`src/rtl/uart_rx_pkg.sv`:
```
`default_nettype none
// ------------------------------------------------------------------
// uart_rx_pkg : shared UART receiver constants, status layout, divider
// Rev 1.0
// ------------------------------------------------------------------
package uart_rx_pkg;

  localparam logic [2:0] ST_IDLE  = 3'd0;
  localparam logic [2:0] ST_START = 3'd1;
  localparam logic [2:0] ST_DATA  = 3'd2;
  localparam logic [2:0] ST_STOP  = 3'd3;
  localparam logic [2:0] ST_BREAK = 3'd4;

  localparam logic ADR_RXDATA = 1'b0;
  localparam logic ADR_STATUS = 1'b1;

  localparam logic [3:0] SMP_MID  = 4'd7;
  localparam logic [3:0] SMP_LAST = 4'd15;

  typedef struct packed {
    logic [3:0] rsvd;
    logic       active;
    logic       ferr;
    logic       ovr;
    logic       valid;
  } status_t;

  function automatic int calc_div(input int sys_clk, input int baud, input int os);
    return sys_clk / (baud * os);
  endfunction

endpackage
`default_nettype wire

```
`src/rtl/uart_baud_gen.sv`:
```
`default_nettype none
// ------------------------------------------------------------------
// uart_baud_gen : 1-cycle tick every DIV clocks, synchronous restart
// Rev 1.0
// ------------------------------------------------------------------
module uart_baud_gen #(
  parameter int DIV = 27
) (
  input  logic clk,
  input  logic rst,
  input  logic restart,
  output logic tick
);
  localparam int CW = $clog2(DIV + 1);

  logic [CW-1:0] cnt;

  assign tick = (cnt == CW'(DIV - 1));

  always_ff @(posedge clk) begin
    if (rst || restart || tick) begin
      cnt <= '0;
    end else begin
      cnt <= cnt + CW'(1);
    end
  end

endmodule
`default_nettype wire

```
`src/rtl/uart_rx.sv`:
```
`default_nettype none
// ------------------------------------------------------------------
// uart_rx : 8N1 receiver, 16x oversampling, RXDATA/STATUS bus slave
// Rev 1.0
// ------------------------------------------------------------------
module uart_rx
  import uart_rx_pkg::*;
#(
  parameter int SYS_CLK    = 50_000_000,
  parameter int BAUDRATE   = 115200,
  parameter int OVERSAMPLE = 16
) (
  input  logic       i_clk,
  input  logic       i_reset,
  input  logic       i_cyc,
  input  logic       i_we,
  input  logic       i_adr,
  output logic [7:0] o_dat,
  input  logic       rx,
  output logic       o_int
);
  localparam int DIV = calc_div(SYS_CLK, BAUDRATE, OVERSAMPLE);

  logic       sync1;
  logic       rx_s;
  logic [2:0] state;
  logic [3:0] smp;
  logic [2:0] bit_cnt;
  logic [7:0] shreg;
  logic [7:0] rxdata;
  logic       valid;
  logic       ovr;
  logic       ferr;
  logic       rd_d;
  logic       tick;
  logic       rd;
  logic       rd_strobe;
  logic       done;
  status_t    status;

  uart_baud_gen #(.DIV(DIV)) u_baud (
    .clk     (i_clk),
    .rst     (i_reset),
    .restart (state == ST_IDLE),
    .tick    (tick)
  );

  // Only the first cycle of a held RXDATA access clears the flags
  assign rd        = i_cyc & ~i_we & (i_adr == ADR_RXDATA);
  assign rd_strobe = rd & ~rd_d;
  assign done      = (state == ST_STOP) && tick && (smp == SMP_LAST);

  always_ff @(posedge i_clk) begin
    if (i_reset) begin
      sync1 <= 1'b1;
      rx_s  <= 1'b1;
    end else begin
      sync1 <= rx;
      rx_s  <= sync1;
    end
  end

  always_ff @(posedge i_clk) begin
    if (i_reset) begin
      state   <= ST_IDLE;
      smp     <= '0;
      bit_cnt <= '0;
      shreg   <= '0;
    end else begin
      case (state)
        ST_IDLE: begin
          smp     <= '0;
          bit_cnt <= '0;
          if (!rx_s) state <= ST_START;
        end
        ST_START: begin
          if (tick) begin
            if (smp == SMP_MID) begin
              smp     <= '0;
              bit_cnt <= '0;
              state   <= rx_s ? ST_IDLE : ST_DATA;
            end else begin
              smp <= smp + 4'd1;
            end
          end
        end
        ST_DATA: begin
          if (tick) begin
            smp <= smp + 4'd1;
            if (smp == SMP_LAST) begin
              shreg   <= {rx_s, shreg[7:1]};
              bit_cnt <= bit_cnt + 3'd1;
              if (bit_cnt == 3'd7) state <= ST_STOP;
            end
          end
        end
        ST_STOP: begin
          if (tick) begin
            smp <= smp + 4'd1;
            if (smp == SMP_LAST) state <= rx_s ? ST_IDLE : ST_BREAK;
          end
        end
        ST_BREAK: begin
          if (rx_s) state <= ST_IDLE;
        end
        default: state <= ST_IDLE;
      endcase
    end
  end

  // A frame completing alongside a read strobe is delivered, not dropped
  always_ff @(posedge i_clk) begin
    if (i_reset) begin
      rxdata <= '0;
      valid  <= 1'b0;
      ovr    <= 1'b0;
      ferr   <= 1'b0;
      o_int  <= 1'b0;
      rd_d   <= 1'b0;
    end else begin
      o_int <= done;
      rd_d  <= rd;
      if (done) begin
        if (!valid || rd_strobe) begin
          rxdata <= shreg;
          valid  <= 1'b1;
          ovr    <= 1'b0;
          ferr   <= ~rx_s;
        end else begin
          ovr  <= 1'b1;
          ferr <= ferr | ~rx_s;
        end
      end else if (rd_strobe) begin
        valid <= 1'b0;
        ovr   <= 1'b0;
        ferr  <= 1'b0;
      end
    end
  end

  always_comb begin
    status        = '0;
    status.active = (state != ST_IDLE);
    status.ferr   = ferr;
    status.ovr    = ovr;
    status.valid  = valid;
  end

  assign o_dat = (i_adr == ADR_STATUS) ? status : rxdata;

endmodule
`default_nettype wire

```
`config.mk`:
```
export PLATFORM = sky130hd
export DESIGN_NAME = uart_rx
export DESIGN_NICKNAME = d
export VERILOG_FILES = /design/src/rtl/uart_rx_pkg.sv /design/src/rtl/uart_baud_gen.sv /design/src/rtl/uart_rx.sv
export SDC_FILE = /design/constraint.sdc
export NUM_CORES = 1
export LEC_CHECK = 0
export ABC_AREA = 1
export CAP_MARGIN = 20
export CORE_MARGIN = 10
export CORE_UTILIZATION = 35
export CTS_CLUSTER_SIZE = 10
export DETAILED_ROUTE_END_ITERATION = 8
export MAX_ROUTING_LAYER = met4
export PLACE_DENSITY_LB_ADDON = 0.1
export SLEW_MARGIN = 20
export SYNTH_ARGS = -nofsm -noshare
export SYNTH_HDL_FRONTEND = slang
export SYNTH_SLANG_ARGS = --single-unit
```
`constraint.sdc`:
```
create_clock -name i_clk -period 1.5 [get_ports i_clk]
set_clock_uncertainty 0.2 [all_clocks]
set_input_delay 0.45 -clock i_clk [delete_from_list [all_inputs] [get_ports i_clk]]
set_output_delay 0.45 -clock i_clk [all_outputs]
set_load 0.05 [all_outputs]
```
==> flow_summary.yaml, run 1 <==
pwr:
  leakage_nw: 1.39
  switching_share_pct: 39.1
  p_comb_share_pct: 48.4
  power_density_mw_per_mm2: 1370
  p_int_mw: 2.74
  power_switching_mw: 1.76
  clkPwrFrac_pct: 23.6
  p_seq_share_pct: 28.0
  vdd_drop_max_uv: 1050
  total_power_mw: 4.50
timing:
  report.final.hold_viol_count: 0
  min_period_ns: 1.72
  fin_crit_sh_pct: 115
  slew_violations: 0
  tightest_slew_ns: 0.372
  tns_ns: -3.25
  slew_headroom_pct: 75.0
  hold-worst-slack_ns: 0.215
  setup_ws_ns: -0.218
  fmax_mhz: 582
  finalSetupViolCount: 33
  rsz0062_at_grt: "true"
logic_synthesis:
  yosys_warnings: 0
  synth-seq-cells: 38
  yosysSeqAreaShare_pct: 42.8
  avgSynthCellArea_um2: 7.02
  synth_area_mm2: 0.00178
  synth_cell_types: 29
  synthCells: 253
  syn_nets: 264
floorplanning:
  start_util_pct: 36.9
  core_mm2: 0.00482
  std_cell_rows: 25
  die-area_mm2: 0.00833
  io_pins: 15
  die_w_um: 91.3
  fp.dieH_um: 91.3
detailed_routing:
  totalWireLength_um: 5260
  vias: 1821
  dr.pass1.iters: 4
  antenna_left: 0
  wl_per_cell_um: 13.4
  dr.first_iter.drc_count: 120
  post_drt_via_cell_ratio: 4.66
  drc_errors: 0
worst_setup_path:
  start_kind: "register"
  cp-startpoint: "state[0]"
  critical_path_class: "reg2out"
  r2r-start: "smp[0]"
  cp.arrival_ns: 1.07
  cp.required_ns: 0.85
  cp_max_fo: 3
  worstSetupEndpointType: "output port"
cells_and_area:
  area_growth_syn_to_layout_pct: 85.1
  finalNonFillerCells: 391
  nNetsFinal: 334
  final_util_pct: 68.3
  n_antenna_cell: 0
  final_cell_area_mm2: 0.00329
  fillCellCount: 391
  drive_gt1_share_pct: 61.1
run:
  max_cap_violations: 0
clocking:
  cts.sinks: 38
  cts_root_buf: "clkbuf_8"
  cts_tree: "yes"
  clock_latency_ns: 0.30
  clkTransAtPathRegs_ns: 0.08
  cts_buffers: 5
  cts.path.max_buffers: 2
  htree_levels: 2
min_path:
  hold_class: "reg2reg"
  hp-start: "sync1"
status:
  status: "finished with violations"
  violations: "negative setup slack"
placement:
  hpwl_um: 2950
  routabilityCongestion: 0.864
  placed_area_mm2: 0.00242
  dp.cells: 362
  io_buffer_count: 14
  pre_cts_ws_ns: -0.658
global_routing:
  grt_max_degree: 14
  grt_pass1_wl_um: 7870
  grtUsageTotal_pct: 11.5
  antenna_found_initial: 0
  grt_remaining_overflow: 0
  grt_pass1_vias: 1718
==> final timing paths <==
kind / end / depth (start not counted) / slack [ns]
min: rx_s / 1 / 0.21
max reg2reg: rxdata[3] / 9 / -0.16
min reg2reg: rx_s / 1 / 0.21
max: o_dat[3] / 3 / -0.22
==> critical path, cell delays in order (launching register included) <==
cell and delay, ns:
dfxtp_4 0.37, nor2_4 0.14, a31oi_4 0.11, buf_12 0.16
==> power by group through the flow <==
| stage | clock network, mW | registers (mW) | logic (mW) |
|---|---|---|---|
| after floorplan | 0 | 1.21 | 0.993 |
| after global placement | 0 | 1.23 | 1.42 |
| after detailed placement | 0 | 1.23 | 1.43 |
| after CTS | 1.08 | 1.24 | 1.68 |
| after global routing | 1.13 | 1.27 | 2.38 |
| final | 1.06 | 1.26 | 2.18 |
==> synth_stat cells (all sizes together) <==
| cell type | instances | area, um^2 |
|---|---|---|
| clkbuf | 2 | 7.51 |
| buf | 4 | 35.0 |
| or2 | 3 | 18.8 |
| o211ai | 1 | 7.51 |
| nor3 | 1 | 5.00 |
| ha | 5 | 62.6 |
| o21ai | 17 | 85.1 |
| nor2 | 44 | 178 |
| nor3b | 3 | 27.5 |
| a21oi | 19 | 106 |
| clkinv | 1 | 3.75 |
| a31oi | 1 | 6.26 |
| inv | 30 | 113 |
| xor2 | 1 | 8.76 |
| nand3 | 20 | 100 |
| xnor2 | 1 | 8.76 |
| nand4 | 1 | 6.26 |
| nand2 | 61 | 236 |
| dfxtp | 38 | 761 |
==> registers in the layout, indices dropped and copies added (netlist names) <==
| register | flops |
|---|---|
| ferr | 1 |
| state | 3 |
| valid | 1 |
| rx_s | 1 |
| shreg | 8 |
| bit_cnt | 3 |
| smp | 4 |
| ovr | 1 |
| rd_d | 1 |
| rxdata | 8 |
| u_baud.cnt | 5 |
| o_int | 1 |
| sync1 | 1 |
==> area by class of cell <==
type | instances | area, um^2 | share of cell area (%)
clock buffers | 5 | 68.8 | 2.09
multi-input cells | 179 | 1430 | 43.5
repair buffers | 68 | 704 | 21.4
well taps | 67 | 83.8 | 2.55
clock inverters | 3 | 68.8 | 2.09
flip-flops and latches | 38 | 791 | 24.0
inverters | 31 | 141 | 4.30
==> cell families after synthesis <==
group / Yosys count / synth area share [%]
buf+inv: 37 / 8.94
compound gates: 38 / 11.6
xor+xnor: 2 / 0.986
simple gates: 133 / 32.2
flops: 38 / 42.8
fa+ha+maj: 5 / 3.52
==> placed cells by master, fill, tap and decap left out, types with 5 or more instances in the layout <==
cell type,count
nand3_1,6
buf_6,10
nand2_1,34
inv_1,17
dfxtp_2,12
nor2_1,25
dfxtp_1,22
nand3_2,9
nand2_4,17
clkbuf_8,5
nor2_4,13
nor2_2,6
nand3_4,5
inv_2,8
buf_4,41
a21oi_2,11
a21oi_1,6
o21ai_2,10
buf_12,10
nand2_2,9
==> repair_timing <==
| action | CTS | global route |
|---|---|---|
| pin swaps | 45 | 33 |
| setup endpoints to repair | 43 | 37 |
| hold buffers | 0 | 0 |
| gates resized for setup | 110 | 66 |
| hold endpoints to repair | 0 | 0 |
| gates cloned | 1 | 0 |
| setup buffers | 9 | 11 |
==> per-layer routing <==
metal / vias to the layer above / share of wire (%) / GRT usage [%]
met5: - / 0 / -
met4: 0 / 2.1 / 4.83
met3: 12 / 3.3 / 2.80
met2: 30 / 52 / 17.8
met1: 837 / 43 / 13.9
li1: 942 / - / -
(Power assumes the default switching activity.)
==> inputs of run 2 (changes only) <==
--- a/config.mk
+++ b/config.mk
@@ -6,7 +6,6 @@
 export NUM_CORES = 1
 export LEC_CHECK = 0
 export ABC_AREA = 1
-export CAP_MARGIN = 20
 export CORE_MARGIN = 10
 export CORE_UTILIZATION = 35
 export CTS_CLUSTER_SIZE = 10
==> results of run 2 <==
No change in the layout: final DEF, timing and power equal those of run 1.
==> inputs of run 3 (changes only) <==
--- a/config.mk
+++ b/config.mk
@@ -10,6 +10,7 @@
 export CORE_UTILIZATION = 35
 export CTS_CLUSTER_SIZE = 10
 export DETAILED_ROUTE_END_ITERATION = 8
+export DONT_BUFFER_PORTS = 1
 export MAX_ROUTING_LAYER = met4
 export PLACE_DENSITY_LB_ADDON = 0.1
 export SLEW_MARGIN = 20
==> run 3 against run 2 <==
Wire length decreased by 7.9%. Critical path depth unchanged. Non-clock buffer count down 19. The flow still finishes with violations (negative setup slack). Fmax grew 1.7%. Highest routed layer unchanged. Flip-flop and latch count stayed put. Core utilization is 7.6 points lower. Combinational power is 6% higher. Sequential power is essentially flat.
==> flow_summary.yaml, run 3 (synthesis results as in run 1) <==
status:
  status: "finished with violations"
  violations: "negative setup slack"
cells_and_area:
  area_growth_syn_to_layout_pct: 64.5
  final_common_cell: "buf_4"
  nNetsFinal: 316
  finalNonFillerCells: 373
  top_regs: "rxdata (8), shreg (8), u_baud.cnt (5)"
  final_util_pct: 60.7
  final_cell_area_mm2: 0.00292
  n_antenna_cell: 0
  drive_gt1_share_pct: 57.5
  most-common-layout-cells: "34 x buf_4, 29 x nand2_1, 28 x nor2_1, 18 x dfxtp_1, 17 x dfxtp_2"
global_routing:
  grt_remaining_overflow: 0
  grtUsageTotal_pct: 10.9
  antenna_found_initial: 0
  grt_pass1_vias: 1624
  grt_pass1_wl_um: 7370
  grt_max_degree: 18
clocking:
  cts_buffers: 5
  cts.path.max_buffers: 2
  cts.sinks: 38
  clock_latency_ns: 0.29
  cts_root_buf: "clkbuf_8"
  cts_tree: "yes"
  clkTransAtPathRegs_ns: 0.09
  htree_levels: 2
placement:
  routabilityCongestion: 0.831
  hpwl_um: 3000
  io_buffer_count: 0
  placed_area_mm2: 0.00222
  dp.cells: 348
  pre_cts_ws_ns: -0.218
floorplanning:
  core_mm2: 0.00482
  std_cell_rows: 25
  die_w_um: 91.3
  fp.dieH_um: 91.3
  start_util_pct: 36.9
  die-area_mm2: 0.00833
  io_pins: 15
detailed_routing:
  drc_errors: 0
  antenna_left: 0
  dr.first_iter.drc_count: 48
  post_drt_via_cell_ratio: 4.73
  totalWireLength_um: 4840
  dr.pass1.iters: 5
  vias: 1763
  wl_per_cell_um: 13.0
timing:
  slew_violations: 0
  tns_ns: -2.58
  rsz0062_at_grt: "true"
  fin_crit_sh_pct: 113
  tightest_slew_ns: 0.337
  finalSetupViolCount: 32
  setup_ws_ns: -0.188
  slew_headroom_pct: 77.5
  hold-worst-slack_ns: 0.0126
  min_period_ns: 1.69
  fmax_mhz: 592
  report.final.hold_viol_count: 0
pwr:
  power_density_mw_per_mm2: 1580
  total_power_mw: 4.61
  vdd_drop_max_uv: 944
  leakage_nw: 1.24
worst_setup_path:
  worstSetupEndpointType: "output port"
  critical_path_class: "reg2out"
  cp_max_fo: 2
  start_kind: "register"
  cp.required_ns: 0.85
  cp.arrival_ns: 1.04
run:
  max_cap_violations: 0
min_path:
  hold_class: "in2reg"
## run 3: cell types whose count changed in the layout (fill, tap and decap cells not counted), sizes merged
cell / delta
buf: -17
clkdlybuf4s50: -3
clkbuf: +1
clkinv: +1
dlygate4sd2: -1
dlygate4sd3: +1
## run 3: what timing repair did
action                     CTS  global route
hold endpoints to repair     0             5
hold buffers                 0             1
setup endpoints to repair   36            42
gates cloned                 0             3
resized for setup           50            97
pin swaps                   16            42
buffers inserted             5             9
## run 3: where the power goes
group          switching, mW  internal [mW]
Sequential             0.103           1.15
Combinational           1.21           1.09
Clock                  0.389          0.667
## run 3: final timing paths
kind	startpoint	endpoint	slack, ns	cells after the start
setup reg to reg	u_baud.cnt[0]	rxdata[5]	-0.16	9
hold reg to reg	sync1	rx_s	0.21	1
hold / removal	i_reset	shreg[0]	0.01	1
setup / recovery	state[2]	o_dat[3]	-0.19	3
## run 3: routing by layer
layer	vias to the layer above	track usage, %	routed length (um)	part of all wire, %
met2	26	16.5	2380	49
met5	-	-	0	0
met1	826	13.5	2250	46
li1	903	-	-	-
met4	0	4.18	72	1.5
met3	8	2.96	138	2.9
## run 3: area by class of cell
cell class | count | area, um^2
fill | 436 | 1890
clock inverter | 3 | 68.8
tap | 67 | 83.8
timing repair buffer | 49 | 467
timing repair inverter | 1 | 6.26
clock buffer | 5 | 68.8
multi-input combinational | 179 | 1300
inverter | 31 | 134
sequential | 38 | 793
## run 3: worst max-delay path, cell delays in order, from the launching register on
cell,delay (ns)
dfxtp_4,0.36
nor2_4,0.13
a31oi_4,0.10
buf_12,0.16
